===== src/rtl/mem_port_arbiter.sv =====
// Arbitrates the shared memory port between fetch and data: one transaction in flight, data priority with a fetch starvation bound.
// Grant is combinational in IDLE, 3-cycle minimum per access; requesters stall until granted and until their response returns.
module mem_port_arbiter #(
    parameter int ADDR_W       = 32,
    parameter int DATA_W       = 32,
    parameter int MAX_D_STREAK = 4
) (
    input  logic              clk,
    input  logic              nrst,
    input  logic              if_req_i,
    input  logic [ADDR_W-1:0] if_addr_i,
    output logic              if_gnt_o,
    output logic              if_rvalid_o,
    output logic [DATA_W-1:0] if_rdata_o,
    input  logic              d_req_i,
    input  logic              d_we_i,
    input  logic [ADDR_W-1:0] d_addr_i,
    input  logic [DATA_W-1:0] d_wdata_i,
    output logic              d_gnt_o,
    output logic              d_rvalid_o,
    output logic [DATA_W-1:0] d_rdata_o,
    output logic              mem_req_o,
    output logic              mem_we_o,
    output logic [ADDR_W-1:0] mem_addr_o,
    output logic [DATA_W-1:0] mem_wdata_o,
    input  logic              mem_ack_i,
    input  logic              mem_rvalid_i,
    input  logic [DATA_W-1:0] mem_rdata_i,
    output logic              stall_f_o,
    output logic              stall_m_o,
    output logic              err_o
);

    typedef enum logic [1:0] {ST_IDLE, ST_ISSUE, ST_WAIT} state_t;
    typedef enum logic {OWN_IF, OWN_D} owner_t;

    typedef struct packed {
        logic              we;
        logic [ADDR_W-1:0] addr;
        logic [DATA_W-1:0] wdata;
    } cmd_t;

    localparam logic [3:0] STREAK_MAX = 4'(MAX_D_STREAK);

    state_t     state_q;
    owner_t     owner_q;
    cmd_t       cmd_q, cmd_d;
    logic [3:0] streak_q, streak_d;
    logic       err_q;
    logic       mem_req_q;

    logic idle;
    logic d_win;
    logic if_win;
    logic rsp_fire;

    // Data wins by default; a pending fetch takes the port once data has had its full streak.
    assign idle     = (state_q == ST_IDLE);
    assign d_win    = d_req_i & ~(if_req_i & (streak_q == STREAK_MAX));
    assign if_win   = if_req_i & ~d_win;
    assign if_gnt_o = idle & if_win;
    assign d_gnt_o  = idle & d_win;
    assign rsp_fire = (state_q == ST_WAIT) & mem_rvalid_i;

    always_comb begin
        streak_d = streak_q;
        if (!if_req_i || if_gnt_o) begin
            streak_d = '0;
        end else if (d_gnt_o && (streak_q < STREAK_MAX)) begin
            streak_d = streak_q + 4'd1;
        end
    end

    always_comb begin
        cmd_d = cmd_q;
        if (d_gnt_o) begin
            cmd_d = '{we: d_we_i, addr: d_addr_i, wdata: d_wdata_i};
        end else if (if_gnt_o) begin
            cmd_d = '{we: 1'b0, addr: if_addr_i, wdata: '0};
        end
    end

    always_ff @(posedge clk) begin
        if (!nrst) begin
            state_q   <= ST_IDLE;
            owner_q   <= OWN_IF;
            cmd_q     <= '0;
            streak_q  <= '0;
            err_q     <= 1'b0;
            mem_req_q <= 1'b0;
        end else begin
            cmd_q    <= cmd_d;
            streak_q <= streak_d;
            // Any response not expected by a transaction in WAIT is a protocol error and is dropped.
            if (mem_rvalid_i && (state_q != ST_WAIT)) begin
                err_q <= 1'b1;
            end
            case (state_q)
                ST_IDLE: begin
                    if (if_gnt_o || d_gnt_o) begin
                        state_q   <= ST_ISSUE;
                        owner_q   <= d_gnt_o ? OWN_D : OWN_IF;
                        mem_req_q <= 1'b1;
                    end
                end
                ST_ISSUE: begin
                    if (mem_ack_i) begin
                        state_q   <= ST_WAIT;
                        mem_req_q <= 1'b0;
                    end
                end
                ST_WAIT: begin
                    if (mem_rvalid_i) begin
                        state_q <= ST_IDLE;
                    end
                end
                default: begin
                    state_q   <= ST_IDLE;
                    mem_req_q <= 1'b0;
                end
            endcase
        end
    end

    assign mem_req_o   = mem_req_q;
    assign mem_we_o    = cmd_q.we;
    assign mem_addr_o  = cmd_q.addr;
    assign mem_wdata_o = cmd_q.wdata;

    assign if_rvalid_o = rsp_fire & (owner_q == OWN_IF);
    assign d_rvalid_o  = rsp_fire & (owner_q == OWN_D);
    assign if_rdata_o  = mem_rdata_i;
    assign d_rdata_o   = mem_rdata_i;

    assign stall_f_o = (if_req_i & ~if_gnt_o) | ((owner_q == OWN_IF) & ~idle & ~if_rvalid_o);
    assign stall_m_o = (d_req_i & ~d_gnt_o) | ((owner_q == OWN_D) & ~idle & ~d_rvalid_o);
    assign err_o     = err_q;

endmodule


===== config.mk =====
export PLATFORM = sky130hd
export DESIGN_NAME = mem_port_arbiter
export DESIGN_NICKNAME = d
export VERILOG_FILES = /design/src/rtl/mem_port_arbiter.sv
export SDC_FILE = /design/constraint.sdc
export NUM_CORES = 1
export LEC_CHECK = 0
export CAP_MARGIN = 20
export CORE_AREA = 2 2 105 107
export DETAILED_ROUTE_END_ITERATION = 10
export DIE_AREA = 0 0 107 109
export DONT_BUFFER_PORTS = 1
export PLACE_DENSITY_LB_ADDON = 0.15
export SLEW_MARGIN = 20
export SYNTH_ARGS = -nofsm -noshare
export SYNTH_HDL_FRONTEND = slang
export SYNTH_SLANG_ARGS = --single-unit

===== constraint.sdc =====
create_clock -name clk -period 1.9 [get_ports clk]
set_input_delay 0.19 -clock clk [delete_from_list [all_inputs] [get_ports clk]]
set_output_delay 0.19 -clock clk [all_outputs]
set_load 0.03 [all_outputs]

Yosys cells after proc, flatten, opt, wreduce, memory -nomap -nowiden
Index checks and enable logic that the tools add are counted.
{"block": "classes", "add_sub_neg": 1, "order_cmp": 1, "n_eq_ne": 7, "mux": 10, "n_bitwise": 26, "reduce_logical": 11}
{"cell": "$mux 65", "n": 2}
{"cell": "$and 1x1->1", "n": 14}
{"cell": "$not 1->1", "n": 10}
{"cell": "$mux 2", "n": 3}
{"cell": "$ne 2x2->1 const B", "n": 3}
{"cell": "$pmux 2 s3", "n": 1}
{"cell": "$reduce_and 3->1", "n": 2}
{"cell": "$add 4x1->4 const B", "n": 1}
{"cell": "$eq 4x3->1 const B", "n": 1}
{"cell": "$lt 4x3->1 const B", "n": 1}
{"cell": "$mux 1", "n": 3}
{"cell": "$pmux 1 s3", "n": 1}
{"cell": "$eq 2x1->1 const B", "n": 1}
{"cell": "$eq 2x2->1 const B", "n": 1}
{"cell": "$logic_and 1x1->1", "n": 2}
{"cell": "$logic_not 2->1", "n": 1}
{"cell": "$logic_or 1x1->1", "n": 2}
{"cell": "$ne 2x1->1 const B", "n": 1}
{"cell": "$or 1x1->1", "n": 2}
{"cell": "$reduce_and 2->1", "n": 1}
{"cell": "$reduce_bool 2->1", "n": 1}
{"cell": "$reduce_or 2->1", "n": 1}
{"cell": "$logic_not 1->1", "n": 1}
{"block": "totals", "ff_bits": 74, "word_cells": 64}

Depth between registers and ports, before layout
Gate-level depths: netlist of run 1.
{"block": "depth", "word_depth": 10, "mapped_depth": 8, "mapped_depth_nobuf": 7}

Worst setup path before layout of run 1
No wires, ideal clock.
{"block": "synth_timing", "path_type": "reg2out", "start": "reg streak_q[0]", "end": "out stall_f_o", "t_arrival_ns": 1.495, "required_ns": 1.710, "setup_slack_ns": 0.215, "stages_incl_launch_ff": 7, "n_path_buf": 0, "path_cell_list": "dfxtp_1 -> inv_1 -> ha_1 -> and4b_1 -> nor2_1 -> a221oi_1 -> a21oi_1"}
{"block": "synth_via", "elab_chain_cells": 10}
{"item": "from (decl)", "line": "48", "rtl": "logic [3:0] streak_q, streak_d;"}
{"item": "from (signal assigned)", "line": "93", "rtl": "streak_q <= streak_d;"}
{"item": "$eq 4x3->1", "line": "59", "rtl": "assign d_win = d_req_i & ~(if_req_i & (streak_q == STREAK_MAX));"}
{"item": "$and 1x1->1", "line": "59"}
{"item": "$not 1->1", "line": "59"}
{"item": "$and 1x1->1", "line": "59"}
{"item": "$not 1->1", "line": "60", "rtl": "assign if_win = if_req_i & ~d_win;"}
{"item": "$and 1x1->1", "line": "60"}
{"item": "$and 1x1->1", "line": "61", "rtl": "assign if_gnt_o = idle & if_win;"}
{"item": "$not 1->1", "line": "135", "rtl": "assign stall_f_o = (if_req_i & ~if_gnt_o) | ((owner_q == OWN_IF) & ~idle & ~if_rvalid_o);"}
{"item": "$and 1x1->1", "line": "135"}
{"item": "$or 1x1->1", "line": "135"}
{"item": "to (decl)", "line": "29", "rtl": "output logic stall_f_o,"}
No other way between the ends.

Final worst setup path of run 1
{"block": "layout_timing", "start": "reg streak_q[1]", "end": "out stall_f_o"}
Same word-level chain as after synthesis.

==> flow_summary.toml, run 1 <==
[run_status]
status = "completed"

[die]
io_pins = 272
initial_core_util_pct = 32.33
die_w_um = 107
design.core.area_sq_um = 10600
dieArea_sq_um = 11660
dieHeight_um = 109
fp-row-count = 38

[worst_setup_path]
crit_path_end_kind = "output port"
reg2reg_depth = 6
critPathLaunchType = "flip-flop"
rrSetupSlack_ns = 0.30
worstPathRequired_ns = 1.71
r2r_end = "streak_q[1]"
crit_fanout = 3
startpoint = "streak_q[1]"
cp_data_arrival_time_ns = 1.69
cp-endpoint = "stall_f_o"
timing.rr.start = "streak_q[1]"
worstSetupPathType = "flip-flop to output port"

[timing]
finClkSkew_ns = 0.008698
layout_setup_ws_ns = 0.01820
timing.hold.ws_ns = 0.03375
drv_slew = 0
worst-slew-pin-transition_ns = 0.6027
hold_violations = 0
min_period_ns = 1.882
rsz0062_at_grt = "true"
tns_ns = 0
slew_headroom_pct = 59.19
fmax_mhz = 531.4
period_share_pct = 99.04
setup_viol = 0

[logic_synthesis]
syn_nets = 515
synth.distinct_cells = 34
syn_area_sq_um = 3428
synth_seq_cells = 74
syn_area_per_cell_sq_um = 9.070
yosysSeqAreaShare_pct = 43.21
yosys_warnings = 0
synthCells = 378

[finish]
drive_gt1_share_pct = 15.53
design_area_sq_um = 3402
seqCellArea_sq_um = 1484
final_nets = 454
syn2layout_area_growth_pct = -0.7665
multi_input_area_sq_um = 1341
nFillCells = 1095
diodes = 0

[clock_tree]
clock_sinks = 74
cts_made_buffers = 9
clk_path_buf_depth = 2
htree_levels = 3
path_clk_slew_ns = 0.07
cts_tree = "yes"
cts-root-buf = "clkbuf_8"
clk_latency_ns = 0.34

[detailed_routing]
drtIter0Drc = 67
drc = 0
wl_per_cell_um = 18.60
viasPerCell = 5.188
routed_wl_mm = 8.592
first_pass_iters = 4
dr_total_vias = 2397
drtAntennaViolNets = 0

[grt]
grt-ovfl-total = 0
grt_pass1_vias = 2259
antenna_found_initial = 0
grt_max_degree = 71
grt_pass1_wl_mm = 12.25
grtUsageTotal_pct = 13.89

[place]
hpwl_mm = 5.999
place_area_sq_um = 3133
dp_slack_ns = 0.2370
io_buffers = 0
gp_congestion = 0.7268

[worst_hold_path]
worstHoldPathCells = 2
hold_path.class = "input pin to flip-flop"

[power_and_ir_drop]
cellPowerDensity_nw_per_um2 = 1107
leakage_nw = 1.217
fin_total_pwr_mw = 3.766
ir_drop_v = 0.0003508

[job]
drv_cap = 0
==> power by group <==
group | internal, mW | leakage, nW | total [mW] | switching [mW]
logic | 0.224 | 0.509 | 0.528 | 0.304
clock network | 0.598 | 0.0958 | 1.17 | 0.572
registers | 1.70 | 0.612 | 2.07 | 0.373
==> worst max-delay path, stage by stage, from the launching register on <==
cell      delay [ns]
dfxtp_2         0.34
inv_2           0.07
ha_4            0.13
and4b_2         0.25
nor2_2          0.06
a221oi_2        0.27
a21oi_1         0.06
buf_4           0.18
==> stage by stage <==
| step | util, % | std cells |
|---|---|---|
| after floorplan | - | 378 |
| after global placement | 29.55 | 443 |
| after detailed placement | 29.55 | 443 |
| after CTS | 31.78 | 462 |
| after global routing | 32.09 | 462 |
| final | 32.09 | 462 |
==> how the worst min path moves through the flow <==
stage	startpoint	end	slack, ns
global placement	nrst	state_q[1]	0.32
detailed placement	nrst	state_q[1]	0.33
finish	d_wdata_i[3]	mem_wdata_o[3]	0.03
CTS	d_wdata_i[14]	mem_wdata_o[14]	0.007
global route	d_wdata_i[14]	mem_wdata_o[14]	0.01
floorplan	mem_rvalid_i	err_o	0.35
==> layout make-up <==
type                    instances  share of cell area [%]
inverters                       7                  0.7723
clock inverters                 6                   1.692
multi-input cells             206                   39.43
clock buffers                  10                   3.751
repair buffers                 19                   5.590
flip-flops and latches         74                   43.62
well taps                     140                   5.149
==> cell families (layout without fill, tap and decap cells) <==
kind of cell               Yosys count  count (layout)  share of synthesized area (%)
xor gates and xnor gates             1               1                         0.2555
DFF                                 74              74                          43.21
adders and majority gates            2               2                         0.7298
and+or+nand+nor                     57              57                          10.51
muxes                                7               7                          2.044
AOI/OAI and AO/OA                  139             139                          24.71
buffers and inverters               98              42                          18.54
==> synthesized netlist by cell type <==
cell,instances,area (sq um)
dfxtp_1,74,1481
buf_4,65,488.0
a21oi_1,37,185.2
nor2b_1,34,212.7
a22oi_1,33,247.7
o21ai_0,33,165.2
o22ai_1,27,168.9
buf_2,13,65.06
clkbuf_1,12,45.04
mux2i_1,7,70.07
nor2_1,6,22.52
inv_1,5,18.77
nand2_1,4,15.01
a21boi_0,2,15.01
and2_1,2,12.51
and4b_1,2,20.02
ha_1,2,25.02
inv_2,2,7.510
nand2b_1,2,12.51
nor3b_1,2,15.01
a21boi_2,1,11.26
a21oi_4,1,16.27
a221oi_1,1,8.760
a31oi_1,1,6.260
buf_6,1,11.26
nand3_1,1,5.000
nand4b_1,1,8.760
nor3_4,1,16.27
o21ai_1,1,5.000
o22a_1,1,8.760
o311ai_1,1,8.760
or3_4,1,11.26
or3b_1,1,8.760
xnor2_1,1,8.760
==> placed cells by master (no fill, tap or decap), types with 2 or more instances in the layout <==
| cell | count |
|---|---|
| nand2b_1 | 2 |
| inv_2 | 4 |
| o22ai_1 | 27 |
| nor2b_1 | 34 |
| a21oi_1 | 37 |
| o21ai_0 | 33 |
| inv_1 | 3 |
| mux2i_1 | 7 |
| dfxtp_1 | 72 |
| nor2_1 | 4 |
| dfxtp_2 | 2 |
| a21boi_0 | 2 |
| clkinv_2 | 4 |
| nor2_2 | 2 |
| nand2_1 | 4 |
| clkbuf_8 | 9 |
| and2_1 | 2 |
| a22oi_1 | 33 |
| buf_12 | 2 |
| buf_4 | 15 |
| nor3b_1 | 2 |
==> metal layers <==
layer	up-vias	track usage (%)	share of wire, %
met5	-	0	0
met4	0	7.050	2.0
met3	21	6.515	12
met2	156	21.57	46
met1	1064	16.06	41
li1	1156	-	-
==> registers in the layout (all words and copies together) (netlist names) <==
register     cells
streak_q         4
state_q          2
mem_req_o        1
mem_addr_o      32
err_o            1
mem_wdata_o     32
owner_q          1
mem_we_o         1
==> timing repair <==
action	in CTS	in global routing
hold buffers	2	0
setup buffers	1	0
setup endpoints to repair	3	4
pin swaps	2	4
hold endpoints to repair	70	0
gates resized for setup	3	10
Power figures use the tool's default switching activity.
==> run 2: changes to the inputs <==
- ABC_AREA: unset -> 1
- CORE_AREA: 2 2 105 107 -> 2 2 107 109
- DIE_AREA: 0 0 107 109 -> 0 0 109 111
- GPL_ROUTABILITY_DRIVEN: unset -> 0
==> run 2 against run 1 <==
Net effect: sequential power decreased by 5%; first-iteration DRC count increased by 82%; power increased by 16%; synthesized cell count increased by 42%; wire length increased by 14%; critical path depth increased by 2; clock power increased by 54%; hold slack got worse by 0.019 ns; worst setup slack improved by 0.12 ns; largest power group unchanged.
==> flow_summary.toml, run 2 <==
[worst_setup_path]
cp_data_arrival_time_ns = 1.57
crit_fanout = 3
r2r_end = "streak_q[0]"
cp-endpoint = "stall_m_o"
worstPathRequired_ns = 1.71
timing.rr.start = "streak_q[0]"
reg2reg_depth = 10
critPathLaunchType = "flip-flop"
rrSetupSlack_ns = 0.28
startpoint = "streak_q[0]"
crit_path_end_kind = "output port"
worstSetupPathType = "flip-flop to output port"

[logic_synthesis]
synthCells = 536
synth.distinct_cells = 24
syn_area_per_cell_sq_um = 7.080
synthArstFlopShare_pct = 0
synth_seq_cells = 74
yosys.area.top_type = "dfxtp_1"
syn_nets = 673
synth-edff-count = 0
syn_area_sq_um = 3795
ys.flop_type = "dfxtp_1"
yosys-top-cells-count = "145 x nand2_1, 74 x dfxtp_1, 68 x buf_4"
yosys_warnings = 0
yosysSeqAreaShare_pct = 39.04
synth_top_area_share_pct = 39.04
synth_most_common_cell = "nand2_1"
ys_top_cells_by_area = "dfxtp_1 39%, nand2_1 14%, buf_4 13%"

[finish]
final_cell_mix = "143 x nand2_1, 72 x dfxtp_1, 61 x nand3_1, 48 x inv_1, 40 x a21oi_1"
final_common_cell = "nand2_1"
syn2layout_area_growth_pct = 9.529
nFillCells = 1170
final_nets = 634
drive_gt1_share_pct = 10.16
diodes = 0

[clock_tree]
cts_made_buffers = 9
cts-root-buf = "clkbuf_16"
htree_levels = 3
cts_tree = "yes"
path_clk_slew_ns = 0.06
clk_path_buf_depth = 2
clk_latency_ns = 0.32
clock_sinks = 74

[die]
initial_core_util_pct = 34.26
die_w_um = 109
design.core.area_sq_um = 11080
dieHeight_um = 111
fp-row-count = 39
io_pins = 272
dieArea_sq_um = 12100

[timing]
drv_slew = 0
slew_headroom_pct = 72.03
finClkSkew_ns = 0.006403
fmax_mhz = 567.8
rsz0062_at_grt = "false"
hold_violations = 0
period_share_pct = 92.70
min_period_ns = 1.761
timing.hold.ws_ns = 0.01475
tns_ns = 0
setup_viol = 0
worst-slew-pin-transition_ns = 0.4196

[place]
io_buffers = 0
hpwl_mm = 6.622

[detailed_routing]
drtIter0Drc = 122
first_pass_iters = 4
viasPerCell = 4.924
wl_per_cell_um = 15.14
drtAntennaViolNets = 0
dr_total_vias = 3176
drc = 0
routed_wl_mm = 9.766

[grt]
grt_max_degree = 39
antenna_found_initial = 0
grt_pass1_wl_mm = 15.00
grtUsageTotal_pct = 15.78
grt_pass1_vias = 3039
grt-ovfl-total = 0

[power_and_ir_drop]
leakage_nw = 1.905
cellPowerDensity_nw_per_um2 = 1054
ir_drop_v = 0.0004647

[worst_hold_path]
hold_path.class = "input pin to flip-flop"

[job]
drv_cap = 0

[run_status]
status = "completed"
==> run 2: cell types whose count changed in the layout (fill, tap and decap cells not counted), sizes merged, moves of 7 or more <==
cell	change
a22oi	-33
dlygate4sd3	+27
inv	+46
mux2i	-7
nand2	+144
nand3	+61
nand4	+37
nor2	+11
nor2b	-34
o21ai	-33
o22ai	-25
==> run 2: worst max-delay path, stage by stage, from the launching register on <==
cell and delay [ns]:
dfxtp_2 0.34, inv_1 0.06, ha_1 0.20, nand2_2 0.08, inv_2 0.04, nand2_4 0.08
nand3_4 0.11, inv_8 0.09, o22ai_1 0.06, buf_4 0.18
==> run 2: metal layers <==
metal	wire (um)	part of all wire (%)	GRT usage (%)
met2	4562	47	26.67
met5	0	0	0
met1	3866	40	17.25
met3	1231	13	7.290
met4	106	1.1	5.214
==> run 2: timing repair <==
item	in CTS	in global routing
hold endpoints to repair	59	1
resized for setup	4	6
pin swaps	0	1
hold buffers	28	1
buffers inserted	3	1
setup endpoints to repair	3	3
==> run 2: where the power goes <==
part / leakage [nW] / internal, mW / switching (mW)
combinational: 1.14 / 0.248 / 0.363
sequential: 0.609 / 1.67 / 0.299
clock: 0.156 / 1.18 / 0.620
total: 1.90 / 3.10 / 1.28
==> run 2: kinds of logic (layout without fill, tap and decap cells) <==
group / count (synthesis) / after routing / synth area share (%)
flops: 74 / 74 / 39.04
fa+ha+maj: 2 / 2 / 0.6593
buf+inv: 150 / 116 / 22.42
compound gates: 44 / 44 / 6.066
simple gates: 266 / 266 / 31.82
==> run 2: worst min path at each step <==
stage                  from              to  depth (start not counted)
2_1_floorplan  d_wdata_i[0]  mem_wdata_o[0]                          2
3_3_place_gp           nrst   mem_addr_o[2]                          2
3_5_place_dp           nrst  mem_addr_o[25]                          2
4_1_cts        d_wdata_i[4]  mem_wdata_o[4]                          2
5_1_grt        d_wdata_i[8]  mem_wdata_o[8]                          2
6_report       d_wdata_i[8]  mem_wdata_o[8]                          2
==> run 2: final cells by class <==
class	instances	area [sq um]	area share (%)
clock inverter	5	77.57	1.866
clock buffer	11	242.7	5.840
sequential	74	1484	35.70
multi-input combinational	312	1488	35.79
inverter	53	209.0	5.027
tap	143	178.9	4.305
timing repair buffer	47	476.7	11.47
==> run 2: metrics by stage <==
step	setup WS [ns]	cell area (sq um)	utilization, %	total power [mW]	cells
after CTS	0.003087	4128	37.26	4.449	643
after detailed placement	0.2081	3468	31.31	2.530	596
final	0.1387	4156	37.52	4.379	645
after global placement	0.2672	3468	31.31	2.522	596
after global routing	0.006451	4156	37.52	4.622	645
after floorplan	0.1064	3795	-	2.658	536
==> run 3: changes to the inputs <==
- MAX_ROUTING_LAYER: unset -> met4
==> run 3 against run 2 <==
Net effect: clock power is essentially flat; design area unchanged; non-clock buffer count did not move; sequential share of layout area stayed put; clock skew hardly changed; worst setup slack about the same; first-iteration DRC count up 9.0%; count of clock-buffer cells in the layout unchanged; sequential power about the same; critical path depth unchanged; flip-flop and latch count unchanged; hold slack gained 0.00080 ns; critical path type unchanged; highest routed layer unchanged.
==> flow_summary.toml, run 3 (synthesis gave the netlist of run 2 again) <==
[power_and_ir_drop]
clockPowerShare_pct = 41.1
cellPowerDensity_nw_per_um2 = 1054
ir_drop_v = 0.0004648
leakage_nw = 1.905
p_switching_mw = 1.283
p_int_mw = 3.098
fin_total_pwr_mw = 4.381
swShare_pct = 29.29
share_comb_of_total_power_pct = 14.0
seqPwrFrac_pct = 44.9

[worst_hold_path]
hold_path.class = "input pin to flip-flop"
min_to = "mem_wdata_o[8]"
min_from = "d_wdata_i[8]"
worstHoldPathCells = 2

[detailed_routing]
first_pass_iters = 4
viasPerCell = 4.902
wl_per_cell_um = 15.21
drtIter0Drc = 133
drtAntennaViolNets = 0
drc = 0
routed_wl_mm = 9.810
dr_total_vias = 3162

[clock_tree]
cts_tree = "yes"
cts_made_buffers = 9
path_clk_slew_ns = 0.06
cts-root-buf = "clkbuf_16"
htree_levels = 3
clk_latency_ns = 0.32
clk_path_buf_depth = 2
clock_sinks = 74

[finish]
final_common_cell = "nand2_1"
drive_gt1_share_pct = 10.16
seqCellArea_sq_um = 1484
final_nets = 634
multi_input_area_sq_um = 1488
final_cell_mix = "143 x nand2_1, 72 x dfxtp_1, 61 x nand3_1, 48 x inv_1, 40 x a21oi_1"
syn2layout_area_growth_pct = 9.529
nFillCells = 1170
diodes = 0

[worst_setup_path]
cp_data_arrival_time_ns = 1.57
reg2reg_depth = 10
cpMaxStageDelayCell = "dfxtp_2"
crit_fanout = 3
critPathLaunchType = "flip-flop"
worstPathRequired_ns = 1.71
crit_chain = "inv_1 > ha_1 > nand2_2 > inv_2 > nand2_4 > nand3_4 > inv_8 > o22ai_1 > buf_4"
crit_path_end_kind = "output port"
timing.rr.start = "streak_q[0]"
cp_top_family = "buffers and inverters"
worst_path_largest_cell_delay_ns = 0.34
path_buf_inv = 4
r2r_end = "streak_q[0]"
worstSetupPathType = "flip-flop to output port"
rrSetupSlack_ns = 0.29

[die]
initial_core_util_pct = 34.26
dieHeight_um = 111
dieArea_sq_um = 12100
io_pins = 272
fp-row-count = 39
die_w_um = 109
design.core.area_sq_um = 11080

[timing]
fmax_mhz = 567.7
finClkSkew_ns = 0.006218
rsz0062_at_grt = "false"
tns_ns = 0
period_share_pct = 92.71
setup_viol = 0
worst-slew-pin-transition_ns = 0.4242
slew_headroom_pct = 71.72
min_period_ns = 1.761
hold_violations = 0
drv_slew = 0

[place]
hpwl_mm = 6.622
io_buffers = 0

[grt]
antenna_found_initial = 0
grt_max_degree = 39
grtUsageTotal_pct = 16.21
grt-ovfl-total = 0
grt_pass1_vias = 3049
grt_pass1_wl_mm = 14.99

[job]
drv_cap = 0

[run_status]
status = "completed"
## run 3: cell counts in the layout (fill, tap and decap cells not counted)
Identical to the previous run, type by type.
## run 3: per-layer routing
layer | part of all wire, % | global-route usage, %
met5 | 0 | -
met3 | 12 | 6.643
met2 | 47 | 26.75
met4 | 0.99 | 5.214
met1 | 40 | 17.54
## run 3: worst max path at each step
| stage | endpoint | cells past startpoint | start | slack (ns) |
|---|---|---|---|---|
| after floorplan | stall_f_o | 9 | streak_q[0] | 0.11 |
| after detailed placement | mem_wdata_o[20] | 10 | streak_q[0] | 0.21 |
| final | stall_m_o | 9 | streak_q[0] | 0.14 |
| after global placement | stall_m_o | 9 | streak_q[0] | 0.27 |
| after CTS | stall_m_o | 9 | streak_q[0] | 0.003 |
| after global routing | stall_f_o | 10 | streak_q[0] | 0.006 |
## run 3: final cells by class
cell class	instances	share of cell area, %
Timing Repair Buffer	47	11.47
Multi-Input combinational cell	312	35.79
Inverter	53	5.027
Sequential cell	74	35.70
Clock inverter	5	1.866
Clock buffer	11	5.840
Tap cell	143	4.305
## run 3: power groups by stage
| stage | logic (mW) | registers, mW | clock network [mW] |
|---|---|---|---|
| finish | 0.611 | 1.97 | 1.80 |
| global route | 0.690 | 1.98 | 1.95 |
| CTS | 0.611 | 1.97 | 1.87 |
| detailed placement | 0.528 | 2.00 | 0 |
| global placement | 0.519 | 2.00 | 0 |
| floorplan | 0.685 | 1.97 | 0 |
## run 3: through the flow
step / worst slack [ns] / area, sq um / util, % / hold WS (ns) / instances
CTS: 0.003087 / 4128 / 37.26 / 0.0005292 / 643
global route: 0.006447 / 4156 / 37.52 / 0.002363 / 645
detailed placement: 0.2081 / 3468 / 31.31 / 0.2979 / 596
global placement: 0.2672 / 3468 / 31.31 / 0.2909 / 596
floorplan: 0.1064 / 3795 / - / 0.3329 / 536
finish: 0.1385 / 4156 / 37.52 / 0.01555 / 645
## run 3: what timing repair did
| item | 4_1_cts | 5_1_grt |
|---|---|---|
| gates resized for setup | 4 | 6 |
| hold buffers | 28 | 1 |
| setup buffers | 3 | 1 |
| endpoints found under the setup margin | 3 | 3 |
| pin swaps | 0 | 1 |
| hold endpoints to repair | 59 | 1 |
